===== src/rtl/abs_arb_pkg.sv =====
// Shared types and helpers for the round-robin absolute-value arbiter.
package abs_arb_pkg;

    localparam int ABS_OPND_W   = 9;
    localparam int ABS_MAG_W    = 8;
    localparam int ABS_ID_MAX_W = 3;
    localparam logic [ABS_MAG_W-1:0] ABS_SAT_VAL = 8'hFF;

    // Result stage contents; id is sized for the largest supported requester count.
    typedef struct packed {
        logic [ABS_ID_MAX_W-1:0] id;
        logic [ABS_MAG_W-1:0]    absv;
        logic                    neg;
        logic                    sat;
    } abs_res_t;

    function automatic logic [ABS_ID_MAX_W-1:0] rr_next_ptr(
        input logic [ABS_ID_MAX_W-1:0] winner,
        input int                      n_req
    );
        if (int'(winner) >= n_req - 1) begin
            return '0;
        end
        return winner + ABS_ID_MAX_W'(1);
    endfunction

endpackage


===== src/rtl/abs_val_sat.sv =====
// Combinational 9-bit signed to 8-bit magnitude, with sign and clamp flags.
module abs_val_sat
    import abs_arb_pkg::*;
(
    input  logic [ABS_OPND_W-1:0] opnd,
    output logic [ABS_MAG_W-1:0]  absv,
    output logic                  neg,
    output logic                  sat
);

    always_comb begin
        neg = opnd[ABS_OPND_W-1];
        sat = (opnd == {1'b1, {ABS_MAG_W{1'b0}}});
        if (sat) begin
            absv = ABS_SAT_VAL;
        end else if (neg) begin
            absv = ~opnd[ABS_MAG_W-1:0] + ABS_MAG_W'(1);
        end else begin
            absv = opnd[ABS_MAG_W-1:0];
        end
    end

endmodule


===== src/rtl/abs_val_arbiter.sv =====
// Round-robin arbiter sharing one abs-value unit; two-stage grant/result pipe.
// Define ABS_VAL_ARB_STATS_EN to add per-requester saturating grant counters.
module abs_val_arbiter
    import abs_arb_pkg::*;
#(
    parameter int N_REQ = 4,
    parameter int ID_W  = 2
)
(
    input  logic                        clock,
    input  logic                        reset_n,
    input  logic [N_REQ-1:0]            req,
    input  logic [N_REQ*ABS_OPND_W-1:0] operand,
    output logic [N_REQ-1:0]            ack,
    output logic                        res_valid,
    input  logic                        res_ready,
    output logic [ID_W-1:0]             res_id,
    output logic [ABS_MAG_W-1:0]        res_absv,
    output logic                        res_neg,
    output logic                        res_sat,
    output logic                        busy
`ifdef ABS_VAL_ARB_STATS_EN
    ,
    input  logic                        stats_clear,
    output logic [N_REQ*16-1:0]         grant_count
`endif
);

    logic [ID_W-1:0]       ptr;
    logic                  s1_valid;
    logic [ABS_OPND_W-1:0] s1_opnd;
    logic [ID_W-1:0]       s1_id;
    logic                  s2_valid;
    abs_res_t              s2;

    logic                  s2_free;
    logic                  grant_ok;
    logic                  win_found;
    logic [ID_W-1:0]       win_idx;
    logic [ID_W-1:0]       cand;
    logic [ABS_OPND_W-1:0] win_opnd;
    logic [ABS_MAG_W-1:0]  mag;
    logic                  mag_neg;
    logic                  mag_sat;
    logic                  unused_id_hi;

    assign s2_free  = !s2_valid || res_ready;
    assign grant_ok = !s1_valid || s2_free;

    // First requester at or after ptr, wrapping.
    always_comb begin
        win_found = 1'b0;
        win_idx   = '0;
        cand      = '0;
        for (int k = 0; k < N_REQ; k++) begin
            cand = ID_W'((int'(ptr) + k) % N_REQ);
            if (!win_found && req[cand]) begin
                win_found = 1'b1;
                win_idx   = cand;
            end
        end
    end

    always_comb begin
        win_opnd = '0;
        for (int i = 0; i < N_REQ; i++) begin
            if (win_idx == ID_W'(i)) begin
                win_opnd = operand[i*ABS_OPND_W +: ABS_OPND_W];
            end
        end
    end

    abs_val_sat u_abs (
        .opnd (s1_opnd),
        .absv (mag),
        .neg  (mag_neg),
        .sat  (mag_sat)
    );

    always_ff @(posedge clock or negedge reset_n) begin
        if (!reset_n) begin
            ptr      <= '0;
            s1_valid <= 1'b0;
            s1_opnd  <= '0;
            s1_id    <= '0;
            s2_valid <= 1'b0;
            s2       <= '0;
            ack      <= '0;
        end else begin
            if (s2_free) begin
                s2_valid <= s1_valid;
                if (s1_valid) begin
                    s2 <= '{id: ABS_ID_MAX_W'(s1_id), absv: mag, neg: mag_neg, sat: mag_sat};
                end
            end
            ack <= '0;
            if (grant_ok) begin
                s1_valid <= win_found;
                if (win_found) begin
                    s1_opnd <= win_opnd;
                    s1_id   <= win_idx;
                    ptr     <= ID_W'(rr_next_ptr(ABS_ID_MAX_W'(win_idx), N_REQ));
                    ack     <= N_REQ'(1) << win_idx;
                end
            end
        end
    end

    assign res_valid    = s2_valid;
    assign res_id       = s2.id[ID_W-1:0];
    assign res_absv     = s2.absv;
    assign res_neg      = s2.neg;
    assign res_sat      = s2.sat;
    assign busy         = s1_valid;
    assign unused_id_hi = ^s2.id;

`ifdef ABS_VAL_ARB_STATS_EN
    logic [15:0] cnt [N_REQ];

    // Counts at the edge that raises ack; clear wins over a coincident grant.
    always_ff @(posedge clock or negedge reset_n) begin
        if (!reset_n) begin
            for (int i = 0; i < N_REQ; i++) begin
                cnt[i] <= '0;
            end
        end else begin
            for (int i = 0; i < N_REQ; i++) begin
                if (stats_clear) begin
                    cnt[i] <= '0;
                end else if (grant_ok && win_found && win_idx == ID_W'(i) && cnt[i] != 16'hFFFF) begin
                    cnt[i] <= cnt[i] + 16'd1;
                end
            end
        end
    end

    always_comb begin
        grant_count = '0;
        for (int i = 0; i < N_REQ; i++) begin
            grant_count[i*16 +: 16] = cnt[i];
        end
    end
`endif

endmodule


===== config.mk =====
export PLATFORM = sky130hd
export DESIGN_NAME = abs_val_arbiter
export DESIGN_NICKNAME = d
export VERILOG_FILES = /design/src/rtl/abs_arb_pkg.sv /design/src/rtl/abs_val_sat.sv /design/src/rtl/abs_val_arbiter.sv
export SDC_FILE = /design/constraint.sdc
export NUM_CORES = 1
export LEC_CHECK = 0
export BUFFER_PORTS_ARGS = -buffer_cell sky130_fd_sc_hd__buf_2
export CAP_MARGIN = 20
export CORE_UTILIZATION = 35
export CTS_CLUSTER_DIAMETER = 100
export DETAILED_ROUTE_END_ITERATION = 8
export GPL_TIMING_DRIVEN = 1
export SYNTH_ARGS = -nofsm -noshare
export SYNTH_HDL_FRONTEND = slang
export SYNTH_SLANG_ARGS = --single-unit

===== constraint.sdc =====
create_clock -name clock -period 2.35 [get_ports clock]
set_input_delay 0.1175 -clock clock [delete_from_list [all_inputs] [get_ports clock]]
set_output_delay 0.1175 -clock clock [all_outputs]
set_load 0.005 [all_outputs]

==> results.txt <==
* Crit path DAT: 2380 ps
- Global routing usage summed across all routing layers: 16.42%
* DR pass1 iterations: 4
- Global-route wire length before repair: 6610 µm
* Sequential cell area: 775.7 µm²
- Number of DRC violations after detailed routing: 0
- Max-cap viol count: 0
* Maximum frequency from static timing analysis: 450.5 MHz
- Synth-to-Final Area Change: 30.53%
* Fill count: 508
- Number of synthesized register bits: 31
- Part of the Yosys area used for sequential elements: 44.64%
* Nature of the critical path startpoint: flip-flop
- Die outline width: 72.47 µm
* Final Util: 47.71%
- Top-level port count: 61
- The routed layout has 1542 vias.
- The H-tree was split into 2 levels.
- For the pin with the worst max-slew slack, the measured transition is 714.1 ps.
- Final #Nets: 301
- Post-placement cell area: 2122 µm²
* Async set-reset flop share out of synthesis: 100.0%
- In this run the worst path has a maximum fanout of 8.
- Rel. slew slack: 52.39%
- Weighted congestion reported at the end of routability-driven placement: 0.7646
* Final period demand of the worst path: 2220 ps
* Area used by multi-input combinational logic: 885.9 µm²
- Mean area per synthesized cell: 9.244 µm²
* Final number of max-transition violations: 0
* Iteration-0 DRC Markers: 60
* Sum of overflow across all layers after global routing: 0
* Diode count: 0
- The via count of the first global-routing pass came to 1412.
* Number of antenna violations at the first check in global routing: 0
* Average wire per standard cell: 12.72 µm
* Required time of the critical path: 2510 ps
* Initial cell density of the core: 36.55%
* Overall die area: 5251 µm²
* Ranking of synthesized cells by area: dfrtp_1 45%, a21oi_1 7.2%, a221oi_1 4.5%
- The library cells used most frequently in the layout, excluding fill and tap cells, are 60 x buf_2, 31 x dfrtp_1, 25 x a21oi_1.
- Total Negative Setup Slacks: 0 ps
- Antenna viol nets, final: 0
* Sinks on the clock net: 31
- Power spread over the standard cell area amounts to 1060 nW/µm².
* Final critical-path share of the clock period: 94.46%
* HPWL reported at the end of detailed placement: 2961 µm
- The library cell used most frequently in the layout, excluding fill and tap cells, is buf_2.
- Vias per cell: 4.804
* Number of flops mapped to enable cells by yosys: 0
* Number of warnings printed during yosys synthesis: 0
* Peak ir drop on the vdd network: 0.4562 mV
* Ratio of cells with drive above 1 in the final layout: 36.22%
* Total setup violations reported at the end of the flow: 0
* Outcome: finished clean
* CTS tree: built
* TritonCTS buffer count: 5
- After clock tree synthesis, the clock-pin slew on the worst setup and hold paths is 60 ps.
- The mapped netlist covers 1738 µm².
- # Post-CTS Setup Buffers: 0
- The tightest min-delay check is of the in -> reg type.
- Entering global routing, the biggest net connects 32 pins.
* Final-report hold violation count: 0
- Routed WL: 4083 µm
- Number of instances in the synthesized netlist: 188
- Standby leakage power: 0.001103 µW
- Yosys top cell by area: dfrtp_1
* Bufs on Longest Clock Path: 2
* Critical Setup Path Class: reg -> reg
* Area share of the largest cell type after synthesis: 44.64%
* Worst hold margin: 125.4 ps
* Most used flip-flop cell after synthesis: dfrtp_1
* Core footprint: 4755 µm²
* Clock root cell: clkbuf_8
* Endpoint type of the worst setup path: flip-flop
- Cell area after layout: 2268 µm²
* Clk_lat worst skew: 280 ps
- Row Count: 25
- The number of nets in the synthesized netlist is 236.
- Distinct cells, synth: 34
- The die is 72.47 µm tall.
* Post-Route Skew: 5.112 ps
- IO Port Bufs: 60
==> state kept, by name, indices dropped and copies added (netlist names) <==
signal and cells:
res_neg 1, res_valid 1, s1_id 2, res_absv 8, ptr 2, ack 4
res_sat 1, res_id 2, busy 1, s1_opnd 9
==> power breakdown <==
group	total (µW)	switching [µW]	internal (µW)
combinational	1040	529	513
clock	460	193	267
sequential	904	178	726
==> repair_timing <==
| action | CTS | global route |
|---|---|---|
| gates resized for setup | 1 | 6 |
| hold buffers | 1 | 0 |
| setup endpoints to repair | 2 | 9 |
| pin swaps | 0 | 1 |
| endpoints found under the hold margin | 31 | 0 |
==> kinds of logic after synthesis <==
family	count (synthesis)	synth area share, %
simple gates	61	17.85
compound gates	59	23.76
flops	31	44.64
buf+inv	25	6.479
xor+xnor	5	2.520
fa+ha+maj	5	3.600
mux	2	1.152
==> per-layer routing <==
metal / vias up / wire, µm / GRT usage (%)
met5: - / 0 / 0
met4: 0 / 71 / 7.190
met3: 6 / 308 / 3.750
met2: 64 / 1729 / 23.05
met1: 691 / 1973 / 24.03
li1: 781 / - / -
==> worst paths after layout <==
kind	from	end	slack, ps	depth (start not counted)
worst min register to register	res_id[0]	res_id[0]	470	2
worst max register to register	ptr[1]	s1_opnd[1]	130	10
min in group asynchronous	reset_n	res_id[0]	430	2
max in group asynchronous	reset_n	ack[3]	1460	2
worst max-delay path	ptr[1]	s1_opnd[1]	130	10
worst min-delay path	operand[27]	s1_opnd[0]	130	3
==> area by class of cell <==
type | instances | share of cell area [%]
multi-input cells | 132 | 39.05
flip-flops and latches | 31 | 34.20
repair buffers | 69 | 16.33
clock buffers | 8 | 4.413
well taps | 67 | 3.696
inverters | 14 | 2.317
==> critical path: stages (launching register included) <==
cell      delay [ps]
dfrtp_1          420
buf_4            160
nand2_1           60
nor2_1            50
nor4_2           270
inv_1            110
ha_2             210
nor2b_2          200
a221o_1          310
a221oi_2         240
a21oi_1           60
==> synthesized netlist by cell type (3+ instances only) <==
cell,count
nand2b_1,5
nor2_1,21
a221oi_1,9
dfrtp_1,31
clkbuf_1,5
ha_1,5
nand2_1,19
a21oi_2,6
xnor2_1,3
a21oi_1,25
o21ai_0,3
nor2b_1,3
inv_1,14
and2_1,5
a211o_1,6
buf_2,3
==> through the flow <==
stage / instances / total power, µW / worst slack [ps]
4_1_cts: 321 / 2390 / 0.2864
3_5_place_dp: 312 / 1913 / -22.96
3_3_place_gp: 312 / 1895 / 16.18
5_1_grt: 321 / 2595 / -27.75
2_1_floorplan: 188 / 1580 / 6.969
6_report: 321 / 2405 / 130.3
Power figures use the tool's default switching activity.
